### src/rtl/bcd_cnt_pkg.sv
// Shared BCD constants and the preset bound check used by the modulo counter.
package bcd_cnt_pkg;

  localparam int unsigned DigitW = 4;
  localparam logic [DigitW-1:0] DigitMax = 4'd9;

  // True when both digits are legal BCD and the decimal value lies in [min_v, max_v].
  function automatic logic bcd_in_range(input logic [DigitW-1:0] hi_d,
                                        input logic [DigitW-1:0] lo_d,
                                        input int unsigned       min_v,
                                        input int unsigned       max_v);
    int unsigned v;
    v = 32'(hi_d) * 32'd10 + 32'(lo_d);
    return (hi_d <= DigitMax) && (lo_d <= DigitMax) && (v >= min_v) && (v <= max_v);
  endfunction

endpackage

### src/rtl/bcd_digit.sv
// Single BCD decade stepper: computes the next digit and a carry/borrow out.
module bcd_digit
  import bcd_cnt_pkg::*;
(
  input  logic [DigitW-1:0] d,
  input  logic              step,
  input  logic              up_dn,
  output logic [DigitW-1:0] nxt,
  output logic              co
);

  always_comb begin
    nxt = d;
    co  = 1'b0;
    if (step) begin
      if (up_dn) begin
        if (d == DigitMax) begin
          nxt = '0;
          co  = 1'b1;
        end else begin
          nxt = d + 4'd1;
        end
      end else begin
        if (d == '0) begin
          nxt = DigitMax;
          co  = 1'b1;
        end else begin
          nxt = d - 4'd1;
        end
      end
    end
  end

endmodule

### src/rtl/bcd_mod_counter.sv
// Two-digit BCD up/down counter wrapping between MIN_VAL and MAX_VAL, with
// validated preset and a combinational terminal-count output for cascading.
module bcd_mod_counter
  import bcd_cnt_pkg::*;
#(
  parameter int unsigned MAX_VAL = 59,
  parameter int unsigned MIN_VAL = 0
) (
  input  logic              clk,
  input  logic              rst,
  input  logic              en,
  input  logic              up_dn,
  input  logic              load,
  input  logic [DigitW-1:0] LD_H,
  input  logic [DigitW-1:0] LD_L,
  output logic [DigitW-1:0] CNT_L,
  output logic [DigitW-1:0] CNT_H,
  output logic              CAR,
  output logic              LD_ERR
);

  generate
    if (MAX_VAL > 99 || MIN_VAL >= MAX_VAL) begin : g_param_check
      $fatal(1, "bcd_mod_counter: need MIN_VAL < MAX_VAL <= 99");
    end
  endgenerate

  localparam logic [DigitW-1:0] MaxH = 4'(MAX_VAL / 10);
  localparam logic [DigitW-1:0] MaxL = 4'(MAX_VAL % 10);
  localparam logic [DigitW-1:0] MinH = 4'(MIN_VAL / 10);
  localparam logic [DigitW-1:0] MinL = 4'(MIN_VAL % 10);

  logic [DigitW-1:0] cnt_h_q, cnt_l_q;
  logic [DigitW-1:0] ones_nxt, tens_nxt;
  logic              ones_co, tens_co_unused;
  logic              ld_err_q;
  logic              at_max, at_min, wrap, ld_ok;

  bcd_digit u_ones (
    .d     (cnt_l_q),
    .step  (en),
    .up_dn (up_dn),
    .nxt   (ones_nxt),
    .co    (ones_co)
  );

  bcd_digit u_tens (
    .d     (cnt_h_q),
    .step  (ones_co),
    .up_dn (up_dn),
    .nxt   (tens_nxt),
    .co    (tens_co_unused)
  );

  always_comb begin
    at_max = (cnt_h_q == MaxH) && (cnt_l_q == MaxL);
    at_min = (cnt_h_q == MinH) && (cnt_l_q == MinL);
    wrap   = up_dn ? at_max : at_min;
    ld_ok  = bcd_in_range(LD_H, LD_L, MIN_VAL, MAX_VAL);
    CAR    = en & ~load & rst & wrap;
  end

  always_ff @(posedge clk) begin
    if (!rst) begin
      cnt_h_q  <= MinH;
      cnt_l_q  <= MinL;
      ld_err_q <= 1'b0;
    end else begin
      ld_err_q <= 1'b0;
      if (load) begin
        if (ld_ok) begin
          cnt_h_q <= LD_H;
          cnt_l_q <= LD_L;
        end else begin
          ld_err_q <= 1'b1;
        end
      end else if (en) begin
        // The modulo bound overrides the plain decade chain at either end.
        if (wrap) begin
          cnt_h_q <= up_dn ? MinH : MaxH;
          cnt_l_q <= up_dn ? MinL : MaxL;
        end else begin
          cnt_h_q <= tens_nxt;
          cnt_l_q <= ones_nxt;
        end
      end
    end
  end

  assign CNT_H  = cnt_h_q;
  assign CNT_L  = cnt_l_q;
  assign LD_ERR = ld_err_q;

endmodule

### config.mk
export PLATFORM = sky130hd
export DESIGN_NAME = bcd_mod_counter
export DESIGN_NICKNAME = d
export VERILOG_FILES = /design/src/rtl/bcd_cnt_pkg.sv /design/src/rtl/bcd_digit.sv /design/src/rtl/bcd_mod_counter.sv
export SDC_FILE = /design/constraint.sdc
export NUM_CORES = 1
export LEC_CHECK = 0
export CAP_MARGIN = 20
export CORE_UTILIZATION = 40
export CTS_CLUSTER_SIZE = 30
export DETAILED_ROUTE_END_ITERATION = 8
export PLACE_DENSITY = 0.75
export SETUP_SLACK_MARGIN = 0.4
export SLEW_MARGIN = 25
export SYNTH_ARGS = -nofsm -noshare
export SYNTH_HDL_FRONTEND = slang
export SYNTH_SLANG_ARGS = --single-unit
### constraint.sdc
create_clock -name clk -period 5.5 [get_ports clk]
set_input_delay 1.1 -clock clk [delete_from_list [all_inputs] [get_ports clk]]
set_output_delay 1.1 -clock clk [all_outputs]
set_load 0.005 [all_outputs]
==> flow_summary.html, run 1 <==
<table>
<tr><th>Metric</th><th>Value</th></tr>
<tr><th colspan="2">Floorplan</th></tr>
<tr><td>Floorplan die height</td><td>about 54 µm</td></tr>
<tr><td>Std-Cell Rows</td><td>18</td></tr>
<tr><td>Die Wd</td><td>between 50 and 60 µm</td></tr>
<tr><td>Starting Density</td><td>between 40% and 50%</td></tr>
<tr><td>I/O pin count</td><td>23</td></tr>
<tr><td>Placeable core area</td><td>between 2000 and 3000 µm²</td></tr>
<tr><td>Die area</td><td>just under 3000 µm²</td></tr>
<tr><th colspan="2">Timing</th></tr>
<tr><td>Setup Skew</td><td>~0.016 ns</td></tr>
<tr><td>Final critical-path required period</td><td>roughly 4.5 ns</td></tr>
<tr><td>Unrepaired setup endpoints after global routing</td><td>no</td></tr>
<tr><td>Final Setup Violations</td><td>0</td></tr>
<tr><td>Worst hold margin</td><td>0.5543 ns</td></tr>
<tr><td>Worst Tran Pin Value</td><td>roughly 0.55 ns</td></tr>
<tr><td>Slew Limit Headroom</td><td>a little over three fifths</td></tr>
<tr><td>Share of the clock period used by the worst path after layout</td><td>a little over 80%</td></tr>
<tr><td>Setup TNS Final</td><td>0 ns</td></tr>
<tr><td>Worst-case setup margin in the final layout</td><td>between 1 and 1.5 ns</td></tr>
<tr><td>Count of final max-slew check failures</td><td>0</td></tr>
<tr><td>Final hold vios</td><td>0</td></tr>
<tr><td>Upper clock frequency limit</td><td>223.7 MHz</td></tr>
<tr><th colspan="2">Worst setup path</th></tr>
<tr><td>Worst setup path startpoint</td><td>up_dn</td></tr>
<tr><td>Critical Path Sink</td><td>CAR</td></tr>
<tr><td>Arrival @ worst endpoint</td><td>between 3 and 4 ns</td></tr>
<tr><td>Startpoint types</td><td>input port</td></tr>
<tr><td>Reg-to-reg endpoint</td><td>CNT_L[3]</td></tr>
<tr><td>Origin of the critical flop-to-flop path</td><td>CNT_L[0]</td></tr>
<tr><td>Req. time, crit path</td><td>about 4.4 ns</td></tr>
<tr><td>Critical Setup Path Class</td><td>input port to output pin</td></tr>
<tr><td>Largest fanout on the critical path</td><td>15</td></tr>
<tr><td>Worst R2R Path Depth</td><td>8</td></tr>
<tr><td>Crit end category</td><td>output pin</td></tr>
<tr><td>Worst reg-to-reg setup slack</td><td>approximately 3.4 ns</td></tr>
<tr><th colspan="2">Synth</th></tr>
<tr><td>Most used standard cell by instance count after synthesis</td><td>sky130_fd_sc_hd__nand2_1</td></tr>
<tr><td>Most used DFF post-synth</td><td>sky130_fd_sc_hd__dfxtp_1</td></tr>
<tr><td>Main area contributors after synthesis</td><td>sky130_fd_sc_hd__dfxtp_1 (16%), sky130_fd_sc_hd__ha_1 (11%), sky130_fd_sc_hd__nand2_1 (6.8%)</td></tr>
<tr><td>Synth unique cells</td><td>46</td></tr>
<tr><td>Most common library cells after synthesis</td><td>sky130_fd_sc_hd__nand2_1 (20), sky130_fd_sc_hd__o21ai_0 (11), sky130_fd_sc_hd__ha_1 (10)</td></tr>
<tr><td>Proportion of synthesized flip-flops having asynchronous set or reset</td><td>0%</td></tr>
<tr><td>Yosys warning count</td><td>0</td></tr>
<tr><td>Portion of the post-synthesis area used by sequential elements</td><td>between 10% and 20%</td></tr>
<tr><td>Share of the synthesized area in the top cell type</td><td>around 16%</td></tr>
<tr><td>Count of mapped cells out of synthesis</td><td>around 140</td></tr>
<tr><td>Cell taking the most area after synthesis</td><td>sky130_fd_sc_hd__dfxtp_1</td></tr>
<tr><td>Synthesis-stage register bit count</td><td>9</td></tr>
<tr><td>Mean cell area of the mapped netlist</td><td>slightly below 8 µm²</td></tr>
<tr><td>Synthesized net count</td><td>about 160</td></tr>
<tr><td>Area of the mapped netlist</td><td>roughly 1100 µm²</td></tr>
<tr><td>EDFF count, synth</td><td>0</td></tr>
<tr><th colspan="2">Global route</th></tr>
<tr><td>Grt peak-use layer</td><td>met2</td></tr>
<tr><td>Total grt overflow</td><td>0</td></tr>
<tr><td>Pin count of the biggest net entering global routing</td><td>17</td></tr>
<tr><td>Met3 track demand over resource</td><td>1.111%</td></tr>
<tr><td>First-pass GRT wire length</td><td>roughly 4300 µm</td></tr>
<tr><td>Met1 usage in global routing</td><td>between 20% and 30%</td></tr>
<tr><td>All-Layer GR Usage</td><td>about a fifth</td></tr>
<tr><td>Initial antenna violation count</td><td>0</td></tr>
<tr><td>Number of global-route vias before repair</td><td>1018</td></tr>
<tr><td>Met2 Resource Use GR</td><td>33.94%</td></tr>
<tr><th colspan="2">Layout</th></tr>
<tr><td>Signed area change from the synthesized netlist to the final layout</td><td>20.89%</td></tr>
<tr><td>Final Net Count</td><td>roughly 180</td></tr>
<tr><td>Count of filler cells inserted in the layout</td><td>about 260</td></tr>
<tr><td>Ratio of cells with drive above 1 in the final layout</td><td>roughly 5.7%</td></tr>
<tr><td>Layout Cell Area excl Fill</td><td>1325 µm²</td></tr>
<tr><td>Final antenna diode count</td><td>0</td></tr>
<tr><th colspan="2">Pwr</th></tr>
<tr><td>Share of total power in the clock network</td><td>between 20% and 30%</td></tr>
<tr><td>Sw frac</td><td>a little under two fifths</td></tr>
<tr><td>Share of total power in combinational logic</td><td>between 40 and 50%</td></tr>
<tr><td>Static leakage</td><td>approximately 0.53 nW</td></tr>
<tr><td>Cell-internal power</td><td>0.1548 mW</td></tr>
<tr><td>Switching power summed over all nets</td><td>between 0.09 and 0.1 mW</td></tr>
<tr><td>Proportion of power drawn by flip-flops and latches</td><td>roughly a third</td></tr>
<tr><td>Total power per unit cell area</td><td>184.8 nW/µm²</td></tr>
<tr><td>Max rail drop VDD</td><td>0.1160 mV</td></tr>
<tr><th colspan="2">Clock tree</th></tr>
<tr><td>Clock network latency to the later pin of the worst-skew pair</td><td>around 0.27 ns</td></tr>
<tr><td>Deepest clock path buffer count</td><td>2</td></tr>
<tr><td>Root buffer cell</td><td>sky130_fd_sc_hd__clkbuf_4</td></tr>
<tr><td>Setup repair bufs after CTS</td><td>0</td></tr>
<tr><td>Maximum level of the CTS H-tree</td><td>1</td></tr>
<tr><td>Quantity of hold-fixing buffers added after cts</td><td>0</td></tr>
<tr><td>Post-cts gate resize count</td><td>0</td></tr>
<tr><td>Clock Sinks</td><td>9</td></tr>
<tr><td>Clock tree from TritonCTS</td><td>done</td></tr>
<tr><td>Clock buffer count from CTS</td><td>3</td></tr>
<tr><td>Clock transition at the registers of the reported paths</td><td>~0.06 ns</td></tr>
<tr><th colspan="2">Routing</th></tr>
<tr><td>DR pass1 iterations</td><td>4</td></tr>
<tr><td>Routed wire length per instance</td><td>approximately 14 µm</td></tr>
<tr><td>Number of vias after detailed routing</td><td>1100</td></tr>
<tr><td>Antenna-violating nets left</td><td>0</td></tr>
<tr><td>Routed wire length</td><td>between 2000 and 3000 µm</td></tr>
<tr><td>Via density per instance</td><td>about 5.9</td></tr>
<tr><td>DRC marker count from the first detailed-route iteration</td><td>23</td></tr>
<tr><td>Number of design rule violations left after detail routing</td><td>0</td></tr>
<tr><th colspan="2">Status</th></tr>
<tr><td>Result of the run</td><td>completed</td></tr>
<tr><th colspan="2">Place</th></tr>
<tr><td>Detailed Place HPWL</td><td>1940 µm</td></tr>
<tr><td>Instance area after placement</td><td>approximately 1300 µm²</td></tr>
<tr><td>Final weighted congestion in routability-driven placement</td><td>around 0.88</td></tr>
<tr><td>Worst slack after detailed placement</td><td>roughly 1.0 ns</td></tr>
<tr><td>I/O Buffers</td><td>22</td></tr>
<tr><th colspan="2">Flow run</th></tr>
<tr><td>Count of max-cap constraint violations</td><td>0</td></tr>
<tr><th colspan="2">Min path</th></tr>
<tr><td>Worst Hold Class</td><td>register to register</td></tr>
</table>
-- per-stage QoR --
step / util, % / instances / total power [mW]
6_report: 52.53 / 187 / 0.2448
4_1_cts: 52.53 / 187 / 0.2447
3_5_place_dp: 51.49 / 183 / 0.1899
2_1_floorplan: - / 139 / 0.1555
3_3_place_gp: 51.49 / 183 / 0.1864
5_1_grt: 52.53 / 187 / 0.2616
-- flip-flops by register name (all words and copies together) (netlist names) --
name / count
CNT_L: 4
CNT_H: 4
LD_ERR: 1
-- worst max-delay path: stages --
cell and delay (ns):
sky130_fd_sc_hd__clkdlybuf4s50_1 0.65, sky130_fd_sc_hd__or4b_4 0.63, sky130_fd_sc_hd__o2bb2ai_1 0.28, sky130_fd_sc_hd__and3_1 0.21, sky130_fd_sc_hd__clkdlybuf4s50_1 0.50
-- final cells by class --
cell class                 count  area (µm²)  area share (%)
timing repair buffer          22       220.2           16.62
sequential                     9       180.2           13.60
multi-input combinational    115       834.6           62.98
inverter                       7       26.28           1.983
clock buffer                   4       26.28           1.983
tap                           30       37.54           2.833
-- kinds of logic (layout without fill, tap and decap cells) --
logic type      count (synthesis)  count (layout)  synth area share (%)
buf+inv                        15              33                 7.420
xor+xnor                        5               5                 3.996
compound gates                 38              38                 23.29
fa+ha+maj                      12              12                 15.07
flops                           9               9                 16.44
simple gates                   53              53                 27.40
mux                             7               7                 6.393
-- cell usage in the layout (no fill, tap or decap), types with 2 or more instances in the layout --
cell,netlist,layout
sky130_fd_sc_hd__a211oi_1,2,2
sky130_fd_sc_hd__a21oi_1,8,8
sky130_fd_sc_hd__a221oi_1,2,2
sky130_fd_sc_hd__a311oi_1,2,2
sky130_fd_sc_hd__and2_1,2,2
sky130_fd_sc_hd__and3_1,2,2
sky130_fd_sc_hd__clkbuf_4,0,3
sky130_fd_sc_hd__clkdlybuf4s50_1,0,22
sky130_fd_sc_hd__dfxtp_1,9,9
sky130_fd_sc_hd__fa_1,2,2
sky130_fd_sc_hd__ha_1,10,10
sky130_fd_sc_hd__inv_1,7,7
sky130_fd_sc_hd__mux2i_1,7,7
sky130_fd_sc_hd__nand2_1,20,20
sky130_fd_sc_hd__nand2b_1,2,2
sky130_fd_sc_hd__nand3_1,5,5
sky130_fd_sc_hd__nor2_1,5,5
sky130_fd_sc_hd__nor2b_1,3,3
sky130_fd_sc_hd__nor3_1,2,2
sky130_fd_sc_hd__o21ai_0,11,11
sky130_fd_sc_hd__o31ai_1,3,3
sky130_fd_sc_hd__or3_1,2,2
sky130_fd_sc_hd__xnor2_1,3,3
sky130_fd_sc_hd__xor2_1,2,2
-- how the worst min path moves through the flow --
stage	startpoint	endpoint	slack (ns)	cells after the start
after floorplan	CNT_L[1]	CNT_L[1]	0.51	2
after global placement	CNT_L[1]	CNT_L[1]	0.52	2
after detailed placement	CNT_L[1]	CNT_L[1]	0.54	2
after CTS	CNT_L[1]	CNT_L[1]	0.55	2
after global routing	CNT_L[1]	CNT_L[1]	0.60	2
final	CNT_L[1]	CNT_L[1]	0.55	2
-- routing by layer --
metal / up-vias / part of all wire (%) / routed length (µm)
li1: 549 / - / -
met1: 522 / 47 / 1176
met3: 4 / 2.8 / 71
met4: 0 / 1.2 / 31
met2: 25 / 49 / 1246
met5: - / 0 / 0
-- power by group through the flow --
stage	sequential, mW	combinational, mW	clock, mW
floorplan	0.0770	0.0785	0
global placement	0.0828	0.104	0
detailed placement	0.0836	0.106	0
CTS	0.0820	0.107	0.0559
global route	0.0838	0.120	0.0582
finish	0.0822	0.107	0.0554
(Power assumes the default switching activity.)
==> run 2, diff against run 1 <==
==> constraint.sdc (replaced) <==
create_clock -name clk -period 4.3 [get_ports clk]
set_input_delay 0.86 -clock clk [delete_from_list [all_inputs] [get_ports clk]]
set_output_delay 0.86 -clock clk [all_outputs]
set_load 0.005 [all_outputs]
==> run 2 against run 1 <==
Net effect: wire length rose by 14%; via count increased by 3.5%; critical endpoint unchanged; non-clock buffer count up 3.
==> flow_summary.html, run 2 (synthesized netlist as in run 1, its figures left out) <==
<table>
<tr><th>Metric</th><th>Value</th></tr>
<tr><th colspan="2">Worst setup path</th></tr>
<tr><td>Req. time, crit path</td><td>3.44 ns (-0.96 ns)</td></tr>
<tr><td>Delay of the slowest cell on the worst path</td><td>0.54 ns (-0.11 ns)</td></tr>
<tr><td>Largest fanout on the critical path</td><td>4 (-11)</td></tr>
<tr><td>Arrival @ worst endpoint</td><td>2.86 ns (-0.51 ns)</td></tr>
<tr><td>Family with the most delay on the worst path</td><td>buffers and inverters</td></tr>
<tr><td>Origin of the critical flop-to-flop path</td><td>CNT_L[1]</td></tr>
<tr><td>Startpoint types</td><td>input port</td></tr>
<tr><td>Top cell by count, worst path</td><td>sky130_fd_sc_hd__clkdlybuf4s50_1</td></tr>
<tr><td>Worst setup path startpoint</td><td>up_dn</td></tr>
<tr><td>Ordered cell list for the critical path</td><td>clkdlybuf4s50_1, or4b_4, o2bb2ai_1, and3_1, clkdlybuf4s50_1</td></tr>
<tr><td>Crit end category</td><td>output pin</td></tr>
<tr><td>Critical Setup Path Class</td><td>input port to output pin</td></tr>
<tr><td>Slowest-stage cell, CP</td><td>sky130_fd_sc_hd__or4b_4</td></tr>
<tr><td>CP Buf/Inv Count</td><td>2 (unchanged)</td></tr>
<tr><th colspan="2">Timing</th></tr>
<tr><td>Worst Tran Pin Value</td><td>0.3969 ns (-0.1570 ns)</td></tr>
<tr><td>Final Setup Violations</td><td>0 (unchanged)</td></tr>
<tr><td>Upper clock frequency limit</td><td>269.0 MHz</td></tr>
<tr><td>Final hold vios</td><td>0 (unchanged)</td></tr>
<tr><td>Count of final max-slew check failures</td><td>0 (unchanged)</td></tr>
<tr><td>Slew Limit Headroom</td><td>72.85% (+9.9 points)</td></tr>
<tr><td>Setup TNS Final</td><td>0 ns (unchanged)</td></tr>
<tr><td>Final critical-path required period</td><td>3.717 ns</td></tr>
<tr><td>Share of the clock period used by the worst path after layout</td><td>between 80% and 90%</td></tr>
<tr><td>Worst hold margin</td><td>0.5661 ns (+0.01175 ns)</td></tr>
<tr><td>Setup Skew</td><td>0.001630 ns (-0.01409 ns)</td></tr>
<tr><td>Worst-case setup margin in the final layout</td><td>0.5828 ns (-0.4459 ns)</td></tr>
<tr><td>Unrepaired setup endpoints after global routing</td><td>no</td></tr>
<tr><th colspan="2">Floorplan</th></tr>
<tr><td>Die Wd</td><td>54.35 µm (unchanged)</td></tr>
<tr><td>Placeable core area</td><td>2522 µm² (unchanged)</td></tr>
<tr><td>Floorplan die height</td><td>54.35 µm (unchanged)</td></tr>
<tr><td>I/O pin count</td><td>23 (unchanged)</td></tr>
<tr><td>Starting Density</td><td>43.45% (unchanged)</td></tr>
<tr><td>Std-Cell Rows</td><td>18 (unchanged)</td></tr>
<tr><td>Die area</td><td>2953 µm² (unchanged)</td></tr>
<tr><th colspan="2">Layout</th></tr>
<tr><td>Ratio of cells with drive above 1 in the final layout</td><td>7.500% (+1.8 points)</td></tr>
<tr><td>Final Net Count</td><td>186 (+1.6%)</td></tr>
<tr><td>Final antenna diode count</td><td>0 (unchanged)</td></tr>
<tr><td>Share of the core filled with cells in the final layout</td><td>53.42% (+0.89 points)</td></tr>
<tr><td>Leading cell types in the layout, fill and taps excluded</td><td>sky130_fd_sc_hd__clkdlybuf4s50_1 (22), sky130_fd_sc_hd__nand2_1 (20), sky130_fd_sc_hd__o21ai_0 (11)</td></tr>
<tr><td>Signed area change from the synthesized netlist to the final layout</td><td>22.95%</td></tr>
<tr><td>Non-filler cells in the finished layout</td><td>190 (+1.6%)</td></tr>
<tr><td>Most frequent standard cell in the layout excluding fill and tap cells</td><td>sky130_fd_sc_hd__clkdlybuf4s50_1</td></tr>
<tr><td>Layout Cell Area excl Fill</td><td>1348 µm² (+1.7%)</td></tr>
<tr><th colspan="2">Routing</th></tr>
<tr><td>Routed wire length</td><td>2881 µm (+14%)</td></tr>
<tr><td>Number of design rule violations left after detail routing</td><td>0 (unchanged)</td></tr>
<tr><td>DR pass1 iterations</td><td>4 (unchanged)</td></tr>
<tr><td>Number of vias after detailed routing</td><td>1139 (+3.5%)</td></tr>
<tr><td>Via density per instance</td><td>5.995 (+1.9%)</td></tr>
<tr><td>Routed wire length per instance</td><td>15.16 µm (+12%)</td></tr>
<tr><td>Antenna-violating nets left</td><td>0 (unchanged)</td></tr>
<tr><td>DRC marker count from the first detailed-route iteration</td><td>26 (+13%)</td></tr>
<tr><th colspan="2">Clock tree</th></tr>
<tr><td>Clock network latency to the later pin of the worst-skew pair</td><td>0.27 ns (about the same)</td></tr>
<tr><td>Clock Sinks</td><td>9 (unchanged)</td></tr>
<tr><td>Post-cts gate resize count</td><td>0 (unchanged)</td></tr>
<tr><td>Clock transition at the registers of the reported paths</td><td>0.06 ns (about the same)</td></tr>
<tr><td>Deepest clock path buffer count</td><td>2 (unchanged)</td></tr>
<tr><td>Clock tree from TritonCTS</td><td>done</td></tr>
<tr><td>Clock buffer count from CTS</td><td>3 (unchanged)</td></tr>
<tr><td>Quantity of hold-fixing buffers added after cts</td><td>0 (unchanged)</td></tr>
<tr><td>Maximum level of the CTS H-tree</td><td>1 (unchanged)</td></tr>
<tr><td>Root buffer cell</td><td>sky130_fd_sc_hd__clkbuf_4</td></tr>
<tr><td>Setup repair bufs after CTS</td><td>0 (unchanged)</td></tr>
<tr><th colspan="2">Min path</th></tr>
<tr><td>Worst Hold Class</td><td>register to register</td></tr>
<tr><td>Critical hold path startpoint</td><td>CNT_L[1]</td></tr>
<tr><th colspan="2">Pwr</th></tr>
<tr><td>Total power per unit cell area</td><td>235.5 nW/µm² (+27%)</td></tr>
<tr><td>Max rail drop VDD</td><td>0.1484 mV (+28%)</td></tr>
<tr><td>Static leakage</td><td>0.5411 nW (+2.7%)</td></tr>
<tr><td>PnR Total Power</td><td>0.3174 mW (+30%)</td></tr>
<tr><th colspan="2">Flow run</th></tr>
<tr><td>Count of max-cap constraint violations</td><td>0 (unchanged)</td></tr>
<tr><th colspan="2">Place</th></tr>
<tr><td>Placed instance count</td><td>186 (+1.6%)</td></tr>
<tr><td>Instance area after placement</td><td>1321 µm² (+1.7%)</td></tr>
<tr><td>Worst slack after detailed placement</td><td>0.5675 ns (-0.4772 ns)</td></tr>
<tr><td>Final weighted congestion in routability-driven placement</td><td>0.9220 (+4.3%)</td></tr>
<tr><td>Detailed Place HPWL</td><td>2212 µm (+14%)</td></tr>
<tr><td>I/O Buffers</td><td>22 (unchanged)</td></tr>
<tr><th colspan="2">Global route</th></tr>
<tr><td>Initial antenna violation count</td><td>0 (unchanged)</td></tr>
<tr><td>Pin count of the biggest net entering global routing</td><td>17 (unchanged)</td></tr>
<tr><td>Total grt overflow</td><td>0 (unchanged)</td></tr>
<tr><td>Number of global-route vias before repair</td><td>1099 (+8.0%)</td></tr>
<tr><td>First-pass GRT wire length</td><td>4816 µm (+12%)</td></tr>
<tr><td>All-Layer GR Usage</td><td>22.47% (+3.0 points)</td></tr>
<tr><th colspan="2">Status</th></tr>
<tr><td>Result of the run</td><td>completed</td></tr>
</table>
[run 2: cell count changes in the layout (fill, tap and decap cells not counted)]
cell	before	now
sky130_fd_sc_hd__buf_4	0	3
[run 2: layout make-up]
| class | instances | area [µm²] |
|---|---|---|
| inverter | 7 | 26.28 |
| tap | 30 | 37.54 |
| fill | 253 | 1175 |
| clock buffer | 4 | 26.28 |
| multi-input combinational | 115 | 834.6 |
| timing repair buffer | 25 | 242.7 |
| sequential | 9 | 180.2 |
[run 2: worst min-delay path: stages, from the launching register on]
cell and delay [ns]:
sky130_fd_sc_hd__dfxtp_1 0.37, sky130_fd_sc_hd__nand2_1 0.08, sky130_fd_sc_hd__mux2i_1 0.07
[run 2: per-layer routing]
metal	wire length, µm	vias to the layer above	global-route usage, %
li1	-	556	-
met1	1249	538	26.57
met2	1471	39	39.02
met3	112	6	3.889
met4	46	0	10.26
met5	0	-	0
[run 2: path summary, 6_finish.rpt]
kind	to	slack [ns]	cells after the start
min reg2reg	CNT_L[1]	0.57	2
min	CNT_L[1]	0.57	2
max reg2reg	CNT_L[3]	2.16	8
max	CAR	0.58	5
[run 2: power by group]
| group | internal [mW] | switching (mW) | total (mW) |
|---|---|---|---|
| clock | 0.0359 | 0.0336 | 0.0695 |
| combinational | 0.0743 | 0.0682 | 0.142 |
| sequential | 0.0901 | 0.0153 | 0.105 |
| total | 0.200 | 0.117 | 0.317 |
==> run 3, diff against run 2 <==
--- a/config.mk
+++ b/config.mk
@@ -9,6 +9,7 @@
 export CORE_UTILIZATION = 40
 export CTS_CLUSTER_SIZE = 30
 export DETAILED_ROUTE_END_ITERATION = 8
+export GPL_ROUTABILITY_DRIVEN = 0
 export PLACE_DENSITY = 0.75
 export SETUP_SLACK_MARGIN = 0.4
 export SLEW_MARGIN = 25
==> constraint.sdc (replaced) <==
create_clock -name clk -period 3.45 [get_ports clk]
set_input_delay 0.69 -clock clk [delete_from_list [all_inputs] [get_ports clk]]
set_output_delay 0.69 -clock clk [all_outputs]
set_load 0.005 [all_outputs]
==> run 3 against run 2 <==
Net effect: worst setup slack lost 0.075 ns; critical endpoint is now CNT_H[2]; clock skew grew 0.0052 ns; hold slack lost 0.0013 ns; clock power grew 26%; sequential share of layout area shrank 1.2 points; first-iteration DRC count shrank 3.8%; total power grew 33%.
==> flow_summary.html, run 3 (synthesized netlist as in run 1, its figures left out) <==
<table>
<tr><th>Metric</th><th>Value</th></tr>
<tr><th colspan="2">Routing</th></tr>
<tr><td>DRC marker count from the first detailed-route iteration</td><td>25 (-3.8%)</td></tr>
<tr><td>Routed wire length per instance</td><td>15.24 µm (+0.53%)</td></tr>
<tr><td>Number of vias after detailed routing</td><td>1140 (+0.088%)</td></tr>
<tr><td>Routed wire length</td><td>3003 µm (+4.2%)</td></tr>
<tr><td>Via density per instance</td><td>5.787 (-3.5%)</td></tr>
<tr><td>Number of design rule violations left after detail routing</td><td>0 (unchanged)</td></tr>
<tr><td>Antenna-violating nets left</td><td>0 (unchanged)</td></tr>
<tr><td>DR pass1 iterations</td><td>4 (unchanged)</td></tr>
<tr><th colspan="2">Timing</th></tr>
<tr><td>Final hold vios</td><td>0 (unchanged)</td></tr>
<tr><td>Final critical-path required period</td><td>slightly below 3 ns</td></tr>
<tr><td>Final Setup Violations</td><td>0 (unchanged)</td></tr>
<tr><td>Setup Skew</td><td>0.006875 ns (+0.005245 ns)</td></tr>
<tr><td>Worst Tran Pin Value</td><td>0.4946 ns (+0.09766 ns)</td></tr>
<tr><td>Upper clock frequency limit</td><td>between 300 and 400 MHz</td></tr>
<tr><td>Setup TNS Final</td><td>0 ns (unchanged)</td></tr>
<tr><td>Slew Limit Headroom</td><td>66.96% (-5.9 points)</td></tr>
<tr><td>Count of final max-slew check failures</td><td>0 (unchanged)</td></tr>
<tr><td>Worst hold margin</td><td>0.5648 ns (-0.001305 ns)</td></tr>
<tr><td>Unrepaired setup endpoints after global routing</td><td>no</td></tr>
<tr><td>Share of the clock period used by the worst path after layout</td><td>a little under nine tenths</td></tr>
<tr><th colspan="2">Min path</th></tr>
<tr><td>Worst Hold Class</td><td>register to register</td></tr>
<tr><th colspan="2">Layout</th></tr>
<tr><td>Final Net Count</td><td>193 (+3.8%)</td></tr>
<tr><td>Most frequent standard cell in the layout excluding fill and tap cells</td><td>sky130_fd_sc_hd__nand2_1</td></tr>
<tr><td>Leading cell types in the layout, fill and taps excluded</td><td>sky130_fd_sc_hd__nand2_1 (20), sky130_fd_sc_hd__clkdlybuf4s50_1 (17), sky130_fd_sc_hd__o21ai_0 (11)</td></tr>
<tr><td>Signed area change from the synthesized netlist to the final layout</td><td>34.59%</td></tr>
<tr><td>Final antenna diode count</td><td>0 (unchanged)</td></tr>
<tr><td>Ratio of cells with drive above 1 in the final layout</td><td>16.77% (+9.3 points)</td></tr>
<tr><th colspan="2">Floorplan</th></tr>
<tr><td>Die Wd</td><td>54.35 µm (unchanged)</td></tr>
<tr><td>Starting Density</td><td>43.45% (unchanged)</td></tr>
<tr><td>Die area</td><td>2953 µm² (unchanged)</td></tr>
<tr><td>Floorplan die height</td><td>54.35 µm (unchanged)</td></tr>
<tr><td>I/O pin count</td><td>23 (unchanged)</td></tr>
<tr><td>Std-Cell Rows</td><td>18 (unchanged)</td></tr>
<tr><td>Placeable core area</td><td>2522 µm² (unchanged)</td></tr>
<tr><th colspan="2">Clock tree</th></tr>
<tr><td>Clock buffer count from CTS</td><td>3 (unchanged)</td></tr>
<tr><td>Clock transition at the registers of the reported paths</td><td>0.07 ns (about the same)</td></tr>
<tr><td>Deepest clock path buffer count</td><td>2 (unchanged)</td></tr>
<tr><td>Clock tree from TritonCTS</td><td>done</td></tr>
<tr><td>Root buffer cell</td><td>sky130_fd_sc_hd__clkbuf_4</td></tr>
<tr><td>Maximum level of the CTS H-tree</td><td>1 (unchanged)</td></tr>
<tr><td>Clock network latency to the later pin of the worst-skew pair</td><td>0.27 ns (about the same)</td></tr>
<tr><td>Clock Sinks</td><td>9 (unchanged)</td></tr>
<tr><td>Quantity of hold-fixing buffers added after cts</td><td>0 (unchanged)</td></tr>
<tr><th colspan="2">Global route</th></tr>
<tr><td>All-Layer GR Usage</td><td>22.27% (-0.20 points)</td></tr>
<tr><td>First-pass GRT wire length</td><td>4781 µm (-0.73%)</td></tr>
<tr><td>Initial antenna violation count</td><td>0 (unchanged)</td></tr>
<tr><td>Pin count of the biggest net entering global routing</td><td>16 (-1)</td></tr>
<tr><td>Total grt overflow</td><td>0 (unchanged)</td></tr>
<tr><td>Number of global-route vias before repair</td><td>1124 (+2.3%)</td></tr>
<tr><th colspan="2">Worst setup path</th></tr>
<tr><td>Req. time, crit path</td><td>3.64 ns (+0.20 ns)</td></tr>
<tr><td>Crit end category</td><td>register</td></tr>
<tr><td>Critical Setup Path Class</td><td>input port to register</td></tr>
<tr><td>Startpoint types</td><td>input port</td></tr>
<tr><td>Delay of the slowest cell on the worst path</td><td>0.58 ns (+0.04 ns)</td></tr>
<tr><td>Slowest-stage cell, CP</td><td>sky130_fd_sc_hd__fa_1</td></tr>
<tr><td>Largest fanout on the critical path</td><td>4 (unchanged)</td></tr>
<tr><td>Arrival @ worst endpoint</td><td>3.14 ns (+0.28 ns)</td></tr>
<tr><td>Ordered cell list for the critical path</td><td>clkdlybuf4s50_1, ha_2, ha_4, fa_1, nor4bb_4, a31oi_1, nor2_2, a22oi_2, buf_6, a221oi_2</td></tr>
<tr><th colspan="2">Pwr</th></tr>
<tr><td>Max rail drop VDD</td><td>0.1671 mV (+13%)</td></tr>
<tr><td>Static leakage</td><td>0.6287 nW (+16%)</td></tr>
<tr><td>Total power per unit cell area</td><td>287.0 nW/µm² (+22%)</td></tr>
<tr><td>PnR Total Power</td><td>0.4234 mW (+33%)</td></tr>
<tr><th colspan="2">Place</th></tr>
<tr><td>Detailed Place HPWL</td><td>2215 µm (+0.12%)</td></tr>
<tr><td>I/O Buffers</td><td>22 (unchanged)</td></tr>
<tr><th colspan="2">Flow run</th></tr>
<tr><td>Count of max-cap constraint violations</td><td>0 (unchanged)</td></tr>
<tr><th colspan="2">Status</th></tr>
<tr><td>Result of the run</td><td>completed</td></tr>
</table>
-- run 3: what timing repair did --
item / in CTS / in global routing
pin swaps: 5 / 11
gates resized for setup: 3 / 14
endpoints found under the setup margin: 4 / 8
setup buffers: 1 / 2
-- run 3: routing by layer --
layer | GRT usage (%) | part of all wire (%) | vias to the layer above
met3 | 2.500 | 2.0 | 2
met1 | 26.32 | 43 | 549
met2 | 40.65 | 54 | 23
met5 | 0 | 0 | -
met4 | 8.120 | 0.57 | 0
li1 | - | - | 566
-- run 3: worst paths after layout --
path	from	end	slack (ns)	cells past startpoint
worst min register to register	CNT_L[1]	CNT_L[1]	0.56	2
worst max register to register	CNT_L[1]	CNT_L[3]	1.26	9
worst max-delay path	LD_H[2]	CNT_H[2]	0.51	10
worst min-delay path	CNT_L[1]	CNT_L[1]	0.56	2
-- run 3: stage by stage --
| stage | utilization [%] | cells | instance area, µm² | setup slack (ns) |
|---|---|---|---|---|
| 3_3_place_gp | 53.57 | 190 | 1351 | 0.1100 |
| 2_1_floorplan | - | 139 | 1096 | 0.7309 |
| 4_1_cts | 55.26 | 195 | 1394 | 0.4034 |
| 3_5_place_dp | 53.57 | 190 | 1351 | 0.02691 |
| 5_1_grt | 58.48 | 197 | 1475 | 0.4086 |
| 6_report | 58.48 | 197 | 1475 | 0.5074 |
-- run 3: final cells by class --
class                      instances  area [µm²]
inverter                           7       26.28
clock inverter                     1       5.005
multi-input combinational        115       895.9
timing repair buffer              32       307.8
sequential                         9       180.2
fill                             225        1047
clock buffer                       3       22.52
tap                               30       37.54
-- run 3: critical path: cells and delay by family --
| family | cells | cell delay [ns] |
|---|---|---|
| AO/OA/AOI/OAI | 3 | 0.47 |
| adder cells (fa/ha/maj) | 3 | 0.94 |
| buffers and inverters | 2 | 0.59 |
| AND/OR/NAND/NOR | 2 | 0.44 |
-- run 3: power by group --
group          leakage, nW  total [mW]  internal, mW  switching (mW)
Clock               0.0177      0.0873        0.0430          0.0443
Sequential          0.0737       0.132         0.112          0.0195
Combinational        0.537       0.204         0.110          0.0942
